--- config.mk ---
export PLATFORM = sky130hd
export DESIGN_NAME = adder_arbiter
export DESIGN_NICKNAME = d
export VERILOG_FILES = /design/src/rtl/adder_arb_pkg.sv /design/src/rtl/adder_arbiter_rr_pick.sv /design/src/rtl/adder_arbiter.sv
export SDC_FILE = /design/constraint.sdc
export NUM_CORES = 1
export LEC_CHECK = 0
export CORE_MARGIN = 4
export CORE_UTILIZATION = 40
export CTS_CLUSTER_SIZE = 28
export DETAILED_ROUTE_END_ITERATION = 6
export PLACE_DENSITY = 0.93
export SLEW_MARGIN = 25
export SYNTH_ARGS = -nofsm -noshare
export SYNTH_HDL_FRONTEND = slang
export SYNTH_SLANG_ARGS = --single-unit
--- constraint.sdc ---
create_clock -name clk -period 10.5 [get_ports clk]
set_clock_uncertainty 0.15 [all_clocks]
set_input_delay 2.1 -clock clk [delete_from_list [all_inputs] [get_ports clk]]
set_output_delay 2.1 -clock clk [all_outputs]
set_load 0.02 [all_outputs]
--- src/rtl/adder_arb_pkg.sv ---
// ============================================================================
// adder_arb_pkg : shared types and defaults for the adder arbiter
// Revision      : 1.0
// ============================================================================
`default_nettype none

package adder_arb_pkg;

    localparam int DEF_DATA_W = 32;
    localparam int DEF_N_REQ  = 3;

    typedef logic [DEF_DATA_W-1:0] data_t;

    typedef enum logic [0:0] {
        EMPTY = 1'b0,
        FULL  = 1'b1
    } rsp_state_e;

    // Signed overflow: like-signed operands producing an opposite-signed sum.
    function automatic logic add_ovf(input logic a_msb, input logic b_msb, input logic s_msb);
        return (a_msb == b_msb) && (s_msb != a_msb);
    endfunction

endpackage

`default_nettype wire

--- src/rtl/adder_arbiter_rr_pick.sv ---
// ============================================================================
// rr_pick  : combinational round-robin picker, search starts at ptr and wraps
// Revision : 1.0
// ============================================================================
`default_nettype none

module rr_pick #(
    parameter int N_REQ = 3,
    parameter int ID_W  = $clog2(N_REQ)
) (
    input  logic [N_REQ-1:0] req_i,
    input  logic [ID_W-1:0]  ptr_i,
    output logic [N_REQ-1:0] grant_o,
    output logic [ID_W-1:0]  idx_o,
    output logic             any_valid_o
);

    always_comb begin
        int          j;
        logic [ID_W-1:0] sel;
        grant_o     = '0;
        idx_o       = '0;
        any_valid_o = 1'b0;
        j           = 0;
        sel         = '0;
        for (int k = 0; k < N_REQ; k++) begin
            j = int'(ptr_i) + k;
            if (j >= N_REQ) begin
                j = j - N_REQ;
            end
            sel = ID_W'(j);
            if (!any_valid_o && req_i[sel]) begin
                any_valid_o  = 1'b1;
                idx_o        = sel;
                grant_o[sel] = 1'b1;
            end
        end
    end

endmodule

`default_nettype wire

--- src/rtl/adder_arbiter.sv ---
// ============================================================================
// adder_arbiter : round-robin shared adder with one-entry tagged output register
//                 ADDER_ARB_FLAGS_EN enables registered carry/overflow flags
// Revision      : 1.0
// ============================================================================
`default_nettype none

module adder_arbiter
    import adder_arb_pkg::*;
#(
    parameter int N_REQ  = DEF_N_REQ,
    parameter int DATA_W = DEF_DATA_W,
    parameter int ID_W   = $clog2(N_REQ)
) (
    input  logic                    clk,
    input  logic                    rst_n,
    input  logic [N_REQ-1:0]        req_valid,
    input  logic [N_REQ*DATA_W-1:0] req_a,
    input  logic [N_REQ*DATA_W-1:0] req_b,
    output logic [N_REQ-1:0]        req_ready,
    output logic                    rsp_valid,
    input  logic                    rsp_ready,
    output logic [ID_W-1:0]         rsp_id,
    output logic [DATA_W-1:0]       rsp_sum,
    output logic                    rsp_cout,
    output logic                    rsp_ovf
);

    localparam logic [ID_W-1:0] C_LAST_IDX = ID_W'(N_REQ - 1);

    rsp_state_e        state_q;
    logic [ID_W-1:0]   ptr_q;
    logic [ID_W-1:0]   ptr_d;
    logic [ID_W-1:0]   id_q;
    logic [DATA_W-1:0] sum_q;

    logic [N_REQ-1:0]  w_grant;
    logic [ID_W-1:0]   w_win_idx;
    logic              w_any_valid;
    logic              w_can_accept;
    logic              w_xfer;
    logic [DATA_W-1:0] w_op_a;
    logic [DATA_W-1:0] w_op_b;
    logic [DATA_W-1:0] w_sum;

    rr_pick #(
        .N_REQ (N_REQ),
        .ID_W  (ID_W)
    ) u_pick (
        .req_i       (req_valid),
        .ptr_i       (ptr_q),
        .grant_o     (w_grant),
        .idx_o       (w_win_idx),
        .any_valid_o (w_any_valid)
    );

    assign w_can_accept = (state_q == EMPTY) || rsp_ready;
    // Gating with rst_n keeps every grant low while reset is held.
    assign w_xfer       = rst_n && w_can_accept && w_any_valid;
    assign req_ready    = w_xfer ? w_grant : '0;

    assign w_op_a = req_a[int'(w_win_idx)*DATA_W +: DATA_W];
    assign w_op_b = req_b[int'(w_win_idx)*DATA_W +: DATA_W];

    assign ptr_d  = (w_win_idx == C_LAST_IDX) ? '0 : w_win_idx + ID_W'(1);

`ifdef ADDER_ARB_FLAGS_EN
    logic [DATA_W:0] w_sum_ext;
    logic            cout_q;
    logic            ovf_q;

    assign w_sum_ext = {1'b0, w_op_a} + {1'b0, w_op_b};
    assign w_sum     = w_sum_ext[DATA_W-1:0];

    always_ff @(posedge clk or negedge rst_n) begin
        if (!rst_n) begin
            cout_q <= 1'b0;
            ovf_q  <= 1'b0;
        end else if (w_xfer) begin
            cout_q <= w_sum_ext[DATA_W];
            ovf_q  <= add_ovf(w_op_a[DATA_W-1], w_op_b[DATA_W-1], w_sum_ext[DATA_W-1]);
        end
    end

    assign rsp_cout = cout_q;
    assign rsp_ovf  = ovf_q;
`else
    assign w_sum    = w_op_a + w_op_b;
    assign rsp_cout = 1'b0;
    assign rsp_ovf  = 1'b0;
`endif

    // A grant on a draining edge reloads the register, so no bubble appears.
    always_ff @(posedge clk or negedge rst_n) begin
        if (!rst_n) begin
            state_q <= EMPTY;
            ptr_q   <= '0;
            id_q    <= '0;
            sum_q   <= '0;
        end else if (w_xfer) begin
            state_q <= FULL;
            ptr_q   <= ptr_d;
            id_q    <= w_win_idx;
            sum_q   <= w_sum;
        end else if ((state_q == FULL) && rsp_ready) begin
            state_q <= EMPTY;
        end
    end

    assign rsp_valid = (state_q == FULL);
    assign rsp_id    = id_q;
    assign rsp_sum   = sum_q;

endmodule

`default_nettype wire

==> metrics.txt, run 1 <==
# TYPE chip_impl_metric gauge
chip_impl_metric{name="synth_fa_ha_area_share",unit="%"} 9.921
chip_impl_metric{name="synth_seq_cells",unit=""} 37
chip_impl_metric{name="post_drt_via_cell_ratio",unit=""} 5.455
chip_impl_metric{name="power_density",unit="nW/um2"} 403.5
chip_impl_metric{name="clk_lat_worst_skew",unit="ns"} 0.27
chip_impl_metric{name="groute.usage.overall",unit="%"} 21.86
chip_impl_info{name="worstPathCellList",value="clkdlybuf4s50_1 -> mux2_1 -> mux2_4 -> nor3_4 -> mux2i_4 -> buf_4 -> buf_4 -> mux2i_1 -> o21ai_0 -> ha_1 -> fa_1 -> a211oi_1 -> o21ai_0 -> nand3_1 -> a21oi_1 -> o211ai_1 -> a311oi_1 -> o21a_1 -> o31ai_1"} 1
chip_impl_metric{name="fill_cell_count",unit=""} 967
chip_impl_info{name="synth_area_leaders",value="sky130_fd_sc_hd__dfrtp_1 (20%), sky130_fd_sc_hd__mux2i_1 (15%), sky130_fd_sc_hd__nand2_1 (9.7%), sky130_fd_sc_hd__ha_1 (9.5%), sky130_fd_sc_hd__o21ai_0 (5.7%)"} 1
chip_impl_metric{name="route.final.wire_length",unit="um"} 15050
chip_impl_metric{name="synth_compound_area_share",unit="%"} 25.51
chip_impl_metric{name="yosys-mux-area-fraction",unit="%"} 15.80
chip_impl_metric{name="synth_cell_types",unit=""} 62
chip_impl_info{name="cp_slowest_cell",value="sky130_fd_sc_hd__buf_4"} 1
chip_impl_metric{name="antenna-diode-count",unit=""} 0
chip_impl_metric{name="floorplan.core_area",unit="um2"} 11080
chip_impl_metric{name="critical-path-max-stage-delay",unit="ns"} 0.65
chip_impl_info{name="synthDominantAreaCellType",value="sky130_fd_sc_hd__dfrtp_1"} 1
chip_impl_metric{name="holdBufCountCts",unit=""} 0
chip_impl_info{name="clock_tree_from_tritoncts",value="done"} 1
chip_impl_metric{name="slew_viols_final",unit=""} 0
chip_impl_metric{name="grt_first_pass_wirelength",unit="um"} 23620
chip_impl_metric{name="max-cap-violations",unit=""} 0
chip_impl_metric{name="whs",unit="ns"} 0.3279
chip_impl_metric{name="postLayoutCellArea",unit="um2"} 7141
chip_impl_metric{name="detailedPlacementHpwl",unit="um"} 12190
chip_impl_metric{name="initial_core_util",unit="%"} 41.66
chip_impl_metric{name="mappedNetlistArea",unit="um2"} 4616
chip_impl_metric{name="grt_antenna_before_repair",unit=""} 0
chip_impl_metric{name="min_period",unit="ns"} 7.595
chip_impl_metric{name="globalRouteOverflowTotal",unit=""} 0
chip_impl_metric{name="dpl_cell_area",unit="um2"} 6974
chip_impl_metric{name="yosys_synthesis_warning_count",unit=""} 0
chip_impl_metric{name="cp.arrival",unit="ns"} 7.63
chip_impl_metric{name="count_of_nets_left_with_antenna_violations_after_detail_routing",unit=""} 0
chip_impl_info{name="critical_path.startpoint_type",value="input pin"} 1
chip_impl_metric{name="gp_congestion",unit=""} 0.9887
chip_impl_metric{name="final_nets",unit=""} 1051
chip_impl_info{name="synth_top_family_by_area",value="compound AO/OA/AOI/OAI gates"} 1
chip_impl_metric{name="timing_worst_slew_pin_value",unit="ns"} 0.9164
chip_impl_metric{name="p_leak",unit="nW"} 3.145
chip_impl_info{name="run_status",value="complete, no violations"} 1
chip_impl_metric{name="count_of_flip_flops_with_a_built_in_enable_after_synthesis",unit=""} 0
chip_impl_metric{name="drt_pre_antenna_iters",unit=""} 5
chip_impl_metric{name="instances_no_fill",unit=""} 958
chip_impl_info{name="worstSetupEndpointType",value="flop"} 1
chip_impl_info{name="critical_path_class",value="in2reg"} 1
chip_impl_metric{name="syn_to_final_growth",unit="%"} 54.70
chip_impl_metric{name="ys_seq_area_share",unit="%"} 20.06
chip_impl_metric{name="clk_path_buf_depth",unit=""} 2
chip_impl_metric{name="yosys.area_share.xor_xnor",unit="%"} 4.934
chip_impl_metric{name="layout-drive-gt1-share",unit="%"} 3.056
chip_impl_metric{name="synthSimpleGateAreaFrac",unit="%"} 17.97
chip_impl_metric{name="postSynth.asyncResetShare",unit="%"} 100.0
chip_impl_metric{name="die_h",unit="um"} 115.4
chip_impl_info{name="postSynth.topFlopCell",value="sky130_fd_sc_hd__dfrtp_1"} 1
chip_impl_info{name="rsz0062_at_grt",value="false"} 1
chip_impl_info{name="cts-root-buf",value="sky130_fd_sc_hd__clkbuf_16"} 1
chip_impl_metric{name="cts.htree.levels",unit=""} 2
chip_impl_metric{name="clkSlewWorstSetupHoldPaths",unit="ns"} 0.06
chip_impl_metric{name="worst_path_fanout_max",unit=""} 45
chip_impl_metric{name="placed_cells",unit=""} 950
chip_impl_metric{name="cts_made_buffers",unit=""} 5
chip_impl_metric{name="fp.dieArea",unit="um2"} 13320
chip_impl_metric{name="port_buffers",unit=""} 235
chip_impl_metric{name="grt_pass1_vias",unit=""} 5019
chip_impl_metric{name="grt_start_max_net_pins",unit=""} 66
chip_impl_metric{name="fin_util",unit="%"} 64.46
chip_impl_metric{name="routed_wire_length_per_instance",unit="um"} 15.71
chip_impl_metric{name="timing.slew.headroom",unit="%"} 38.91
chip_impl_metric{name="r2r_setup_slk",unit="ns"} 4.42
chip_impl_metric{name="cts.repair_timing.setup_buffer_count",unit=""} 0
chip_impl_metric{name="drc_errors",unit=""} 0
chip_impl_metric{name="timing.fmax",unit="MHz"} 131.7
chip_impl_metric{name="fp.dieW",unit="um"} 115.4
chip_impl_metric{name="synth_largest_type_area_fraction",unit="%"} 20.06
chip_impl_metric{name="report.final.setup_viol",unit=""} 0
chip_impl_metric{name="finalCritPeriodShare",unit="%"} 72.33
chip_impl_metric{name="fin_tns_setup",unit="ns"} 0
chip_impl_metric{name="clkSinkCount",unit=""} 37
chip_impl_metric{name="cts.repair.resized",unit=""} 0
chip_impl_metric{name="row_count",unit=""} 38
chip_impl_metric{name="via_count",unit=""} 5226
chip_impl_metric{name="drt_first_iter_violations",unit=""} 367
chip_impl_metric{name="netlist_instances",unit=""} 606
chip_impl_info{name="hp_class",value="reg2reg"} 1
chip_impl_metric{name="pin_count",unit=""} 238
chip_impl_metric{name="power.ir.vdd_worst",unit="uV"} 218.7
chip_impl_metric{name="final-hold-violation-count",unit=""} 0
chip_impl_metric{name="timing.critical_path.required",unit="ns"} 10.53
chip_impl_metric{name="synth.avg_cell_area",unit="um2"} 7.617
[path summary, 6_finish.rpt]
path | from | to | cells after the start
worst max-delay path | req_valid[1] | rsp_sum[30]$_DFFE_PN0P_ | 19
min in group asynchronous | rst_n | rsp_sum[7]$_DFFE_PN0P_ | 1
worst max register to register | ptr_q[1]$_DFFE_PN0P_ | rsp_sum[30]$_DFFE_PN0P_ | 20
max in group asynchronous | rst_n | rsp_sum[11]$_DFFE_PN0P_ | 1
worst min-delay path | rsp_sum[27]$_DFFE_PN0P_ | rsp_sum[27]$_DFFE_PN0P_ | 2
worst min register to register | rsp_sum[27]$_DFFE_PN0P_ | rsp_sum[27]$_DFFE_PN0P_ | 2
[metal layers]
| metal | up-vias | GRT usage, % | part of all wire (%) |
|---|---|---|---|
| met5 | - | 0 | 0 |
| met4 | 0 | 4.460 | 1.2 |
| met3 | 18 | 5.222 | 8.9 |
| met2 | 222 | 39.35 | 50 |
| met1 | 2382 | 26.60 | 39 |
| li1 | 2604 | - | - |
[power breakdown]
part	total (mW)	leakage, nW	internal [mW]	switching, mW
clock network	0.157	0.0799	0.101	0.0568
registers	0.259	0.455	0.220	0.0382
logic	2.47	2.61	1.07	1.39
total	2.88	3.14	1.39	1.49
[per-stage QoR]
step,power (mW),worst slack (ns)
after floorplan,2.115,4.389
after global placement,2.644,2.428
after detailed placement,2.692,2.257
after CTS,2.867,2.526
after global routing,3.177,2.420
final,2.881,2.905
[area by class of cell]
class	instances	area [um2]	share of cell area (%)
tap	140	175.2	2.453
clock inverter	1	5.005	0.07009
timing repair buffer	238	2370	33.19
multi-input combinational	520	3456	48.40
clock buffer	7	152.6	2.138
inverter	15	56.30	0.7885
sequential	37	925.9	12.97
[synth_stat cells, types with 2 or more instances]
cell                       number
sky130_fd_sc_hd__nand2_1      119
sky130_fd_sc_hd__mux2i_1       68
sky130_fd_sc_hd__o21ai_0       53
sky130_fd_sc_hd__o21ai_1       51
sky130_fd_sc_hd__dfrtp_1       37
sky130_fd_sc_hd__ha_1          35
sky130_fd_sc_hd__a21oi_1       23
sky130_fd_sc_hd__nor2_1        23
sky130_fd_sc_hd__inv_1         15
sky130_fd_sc_hd__xnor2_1       14
sky130_fd_sc_hd__buf_4         13
sky130_fd_sc_hd__clkbuf_1      12
sky130_fd_sc_hd__xor2_1        12
sky130_fd_sc_hd__a21o_1        10
sky130_fd_sc_hd__a211oi_1       9
sky130_fd_sc_hd__nand3_1        8
sky130_fd_sc_hd__a31oi_1        7
sky130_fd_sc_hd__nor3_1         7
sky130_fd_sc_hd__o31ai_1        7
sky130_fd_sc_hd__nand2b_1       6
sky130_fd_sc_hd__o21a_1         6
sky130_fd_sc_hd__o21bai_1       5
sky130_fd_sc_hd__buf_2          4
sky130_fd_sc_hd__o211ai_1       4
sky130_fd_sc_hd__a21boi_0       3
sky130_fd_sc_hd__buf_1          3
sky130_fd_sc_hd__buf_6          3
sky130_fd_sc_hd__nand4_1        3
sky130_fd_sc_hd__or2_2          3
sky130_fd_sc_hd__or3_1          3
sky130_fd_sc_hd__a221oi_1       2
sky130_fd_sc_hd__a311oi_1       2
sky130_fd_sc_hd__and2_1         2
sky130_fd_sc_hd__and3_1         2
sky130_fd_sc_hd__mux2_2         2
sky130_fd_sc_hd__nor2b_1        2
sky130_fd_sc_hd__o22a_1         2
sky130_fd_sc_hd__o22ai_1        2
[cells by family (layout without fill, tap and decap cells)]
group | count (synthesis) | in the layout
AND/OR/NAND/NOR | 187 | 187
AO/OA/AOI/OAI | 197 | 197
other | 1 | 2
XOR/XNOR | 26 | 26
adder cells (fa/ha/maj) | 36 | 36
multiplexers | 72 | 72
flip-flops | 37 | 37
buffers and inverters | 50 | 261
[worst max-delay path: cells and delay by family]
family | cells | cell delay, ns
buffers and inverters | 3 | 1.50
AND/OR/NAND/NOR | 2 | 0.55
AO/OA/AOI/OAI | 8 | 1.54
adder cells (fa/ha/maj) | 2 | 0.66
multiplexers | 4 | 1.22
[cell usage in the layout (no fill, tap or decap), drive strengths merged, types with 3 or more instances in the layout]
cell type / n
dfrtp: 37
ha: 35
mux2i: 68
clkbuf: 7
nand2: 119
or2: 3
a31oi: 7
buf: 4
a21oi: 23
xnor2: 14
a21boi: 3
or3: 3
nand4: 3
nand3: 8
xor2: 12
o21bai: 5
clkdlybuf4s50: 234
o211ai: 4
nor2: 23
inv: 15
o31ai: 8
nand2b: 6
a21o: 10
a211oi: 9
mux2: 4
nor3: 8
o21a: 6
o21ai: 105
[registers in the layout, indices dropped and copies added (netlist names)]
| register | cells |
|---|---|
| ptr_q | 2 |
| rsp_valid | 1 |
| rsp_id | 2 |
| rsp_sum | 32 |
No activity file was read; power rests on OpenSTA's default activity.
==> run 2: changes to the inputs <==
--- a/config.mk
+++ b/config.mk
@@ -6,10 +6,10 @@
 export NUM_CORES = 1
 export LEC_CHECK = 0
 export CORE_MARGIN = 4
-export CORE_UTILIZATION = 40
+export CORE_UTILIZATION = 37
 export CTS_CLUSTER_SIZE = 28
 export DETAILED_ROUTE_END_ITERATION = 6
-export PLACE_DENSITY = 0.93
+export PLACE_DENSITY = 0.91
 export SLEW_MARGIN = 25
 export SYNTH_ARGS = -nofsm -noshare
 export SYNTH_HDL_FRONTEND = slang
==> constraint.sdc (replaced) <==
create_clock -name clk -period 6.7 [get_ports clk]
set_clock_uncertainty 0.15 [all_clocks]
set_input_delay 1.34 -clock clk [delete_from_list [all_inputs] [get_ports clk]]
set_output_delay 1.34 -clock clk [all_outputs]
set_load 0.02 [all_outputs]
==> run 2 against run 1 <==
  * Sequential share of layout area shrank 0.13 points
  * Sequential cell count unchanged
  * Combinational power rose by 58%
  * Critical path type unchanged
  * Die area rose by 7.5%
  * Register-to-register slack lost 3.2 ns
  * Core utilization fell by 4.9 points
  * Worst setup slack got worse by 2.4 ns
  * Final cell count rose by 3.4%
  * Hold slack improved by 0.0012 ns
  * First-iteration DRC count shrank 27%
  * Cell area increased by 0.98%
  * Largest power group unchanged
==> metrics.txt, run 2 (synthesized netlist as in run 1, its figures left out) <==
# TYPE chip_impl_metric gauge
chip_impl_metric{name="count_of_nets_left_with_antenna_violations_after_detail_routing",unit=""} 0
chip_impl_info{name="crit-reg2reg-capture",value="rsp_sum[31]$_DFFE_PN0P_"} 1
chip_impl_metric{name="fp.dieArea",unit="um2"} 14330
chip_impl_metric{name="fp.dieW",unit="um"} 119.7
chip_impl_info{name="critical_path.startpoint_type",value="input pin"} 1
chip_impl_metric{name="layout-drive-gt1-share",unit="%"} 3.524
chip_impl_metric{name="holdBufCountCts",unit=""} 0
chip_impl_metric{name="max-cap-violations",unit=""} 0
chip_impl_metric{name="detailedPlacementHpwl",unit="um"} 12470
chip_impl_metric{name="groute.usage.overall",unit="%"} 20.53
chip_impl_info{name="crit_start",value="req_valid[1]"} 1
chip_impl_metric{name="clkSlewWorstSetupHoldPaths",unit="ns"} 0.06
chip_impl_metric{name="drt_pre_antenna_iters",unit=""} 5
chip_impl_metric{name="globalRouteOverflowTotal",unit=""} 0
chip_impl_metric{name="syn_to_final_growth",unit="%"} 56.22
chip_impl_metric{name="power.ir.vdd_worst",unit="uV"} 281.6
chip_impl_metric{name="timing.critical_path.required",unit="ns"} 6.71
chip_impl_metric{name="port_buffers",unit=""} 235
chip_impl_metric{name="final-hold-violation-count",unit=""} 0
chip_impl_metric{name="p_leak",unit="nW"} 3.168
chip_impl_info{name="layout_commonest_cell",value="sky130_fd_sc_hd__clkdlybuf4s50_1"} 1
chip_impl_metric{name="drt_first_iter_violations",unit=""} 268
chip_impl_metric{name="postLayoutCellArea",unit="um2"} 7211
chip_impl_metric{name="power_density",unit="nW/um2"} 628.6
chip_impl_metric{name="gp_congestion",unit=""} 0.8913
chip_impl_metric{name="grt_first_pass_wirelength",unit="um"} 24520
chip_impl_info{name="r2r-start",value="ptr_q[1]$_DFFE_PN0P_"} 1
chip_impl_info{name="clock_tree_from_tritoncts",value="done"} 1
chip_impl_metric{name="whs",unit="ns"} 0.3290
chip_impl_metric{name="slew_viols_final",unit=""} 0
chip_impl_metric{name="pin_count",unit=""} 238
chip_impl_metric{name="clk_lat_worst_skew",unit="ns"} 0.27
chip_impl_metric{name="via_count",unit=""} 5228
chip_impl_metric{name="cts.repair.resized",unit=""} 0
chip_impl_metric{name="final_nets",unit=""} 1056
chip_impl_metric{name="cts.repair_timing.setup_buffer_count",unit=""} 0
chip_impl_info{name="hold_path_end",value="rsp_sum[4]$_DFFE_PN0P_"} 1
chip_impl_metric{name="finalCritPeriodShare",unit="%"} 92.63
chip_impl_metric{name="clk_path_buf_depth",unit=""} 2
chip_impl_metric{name="r2r_setup_slk",unit="ns"} 1.26
chip_impl_metric{name="cts.htree.levels",unit=""} 2
chip_impl_metric{name="cts_made_buffers",unit=""} 5
chip_impl_metric{name="clkSinkCount",unit=""} 37
chip_impl_metric{name="fill_cell_count",unit=""} 1101
chip_impl_metric{name="hold_path_depth",unit=""} 2
chip_impl_metric{name="routed_wire_length_per_instance",unit="um"} 15.32
chip_impl_metric{name="initial_core_util",unit="%"} 38.11
chip_impl_info{name="run_status",value="complete, no violations"} 1
chip_impl_metric{name="report.final.setup_viol",unit=""} 0
chip_impl_metric{name="multi_input_area",unit="um2"} 3447
chip_impl_metric{name="timing.slew.headroom",unit="%"} 59.61
chip_impl_metric{name="grt_start_max_net_pins",unit=""} 65
chip_impl_metric{name="min_period",unit="ns"} 6.206
chip_impl_info{name="hp_class",value="reg2reg"} 1
chip_impl_metric{name="rr_worst_depth",unit=""} 19
chip_impl_info{name="hold_start",value="rsp_sum[4]$_DFFE_PN0P_"} 1
chip_impl_metric{name="final-seq-area",unit="um2"} 925.9
chip_impl_metric{name="fin_tns_setup",unit="ns"} 0
chip_impl_metric{name="drc_errors",unit=""} 0
chip_impl_metric{name="route.final.wire_length",unit="um"} 15180
chip_impl_info{name="final_cell_mix",value="sky130_fd_sc_hd__clkdlybuf4s50_1 (234), sky130_fd_sc_hd__nand2_1 (119), sky130_fd_sc_hd__mux2i_1 (67), sky130_fd_sc_hd__o21ai_0 (53), sky130_fd_sc_hd__o21ai_1 (51)"} 1
chip_impl_metric{name="grt_antenna_before_repair",unit=""} 0
chip_impl_metric{name="largest_reg_flops",unit=""} 32
chip_impl_metric{name="antenna-diode-count",unit=""} 0
chip_impl_metric{name="timing_worst_slew_pin_value",unit="ns"} 0.6058
chip_impl_metric{name="power",unit="mW"} 4.533
chip_impl_info{name="cts-root-buf",value="sky130_fd_sc_hd__clkbuf_16"} 1
chip_impl_metric{name="die_h",unit="um"} 119.7
chip_impl_metric{name="dpl_cell_area",unit="um2"} 7072
chip_impl_metric{name="floorplan.core_area",unit="um2"} 12110
chip_impl_metric{name="timing.fmax",unit="MHz"} 161.1
chip_impl_metric{name="post_drt_via_cell_ratio",unit=""} 5.275
chip_impl_info{name="worstSetupEndpointType",value="flop"} 1
chip_impl_metric{name="worst_path_fanout_max",unit=""} 20
chip_impl_info{name="critical_path_class",value="in2reg"} 1
chip_impl_info{name="rsz0062_at_grt",value="false"} 1
chip_impl_metric{name="grt_pass1_vias",unit=""} 5235
chip_impl_metric{name="row_count",unit=""} 40
chip_impl_metric{name="cp.arrival",unit="ns"} 6.21
[run 2: stage by stage]
| step | setup slack (ns) | util, % | cells |
|---|---|---|---|
| finish | 0.4937 | 59.54 | 991 |
| global route | 0.09294 | 59.54 | 991 |
| CTS | 0.4841 | 59.54 | 991 |
| detailed placement | 0.2051 | 58.39 | 983 |
| global placement | 0.3161 | 58.39 | 983 |
| floorplan | 1.349 | - | 607 |
[run 2: worst max-delay path by stage]
stage                                          to  slack (ns)  cells after the start
after floorplan           rsp_sum[12]$_DFFE_PN0P_        1.35                     17
after global placement    rsp_sum[31]$_DFFE_PN0P_        0.32                     18
after detailed placement  rsp_sum[31]$_DFFE_PN0P_        0.21                     18
after CTS                 rsp_sum[31]$_DFFE_PN0P_        0.48                     18
after global routing      rsp_sum[31]$_DFFE_PN0P_        0.09                     18
final                     rsp_sum[31]$_DFFE_PN0P_        0.49                     18
[run 2: routing by layer]
metal / up-vias / part of all wire, % / GRT usage, %
met5: - / 0 / 0
met2: 206 / 50 / 37.85
met1: 2400 / 40 / 23.88
li1: 2602 / - / -
met4: 0 / 1.8 / 4.939
met3: 20 / 7.6 / 4.901
[run 2: worst max-delay path: stages]
cell                              delay [ns]
sky130_fd_sc_hd__clkdlybuf4s50_1        0.47
sky130_fd_sc_hd__mux2_1                 0.33
sky130_fd_sc_hd__mux2_4                 0.31
sky130_fd_sc_hd__nor3_4                 0.35
sky130_fd_sc_hd__mux2i_4                0.34
sky130_fd_sc_hd__and2_2                 0.45
sky130_fd_sc_hd__buf_4                  0.32
sky130_fd_sc_hd__nand2_1                0.08
sky130_fd_sc_hd__o21ai_1                0.08
sky130_fd_sc_hd__ha_1                   0.32
sky130_fd_sc_hd__a21oi_1                0.30
sky130_fd_sc_hd__o211ai_1               0.18
sky130_fd_sc_hd__a221oi_1               0.32
sky130_fd_sc_hd__o41ai_1                0.16
sky130_fd_sc_hd__and2_1                 0.20
sky130_fd_sc_hd__a211oi_1               0.34
sky130_fd_sc_hd__mux2i_1                0.23
sky130_fd_sc_hd__nand3_1                0.09
[run 2: cell type report]
class                      instances  share of cell area (%)
multi-input combinational        520                   47.80
clock inverter                     2                  0.1388
tap                              168                   2.915
timing repair buffer             243                   33.73
clock buffer                       6                   1.787
inverter                          15                  0.7808
sequential                        37                   12.84
[run 2: report_power, final]
| part | switching [mW] | leakage [nW] | total (mW) | internal [mW] |
|---|---|---|---|---|
| Clock | 0.0913 | 0.0706 | 0.228 | 0.137 |
| Sequential | 0.0580 | 0.455 | 0.403 | 0.345 |
| Combinational | 2.19 | 2.64 | 3.90 | 1.71 |
| Total | 2.34 | 3.17 | 4.53 | 2.19 |
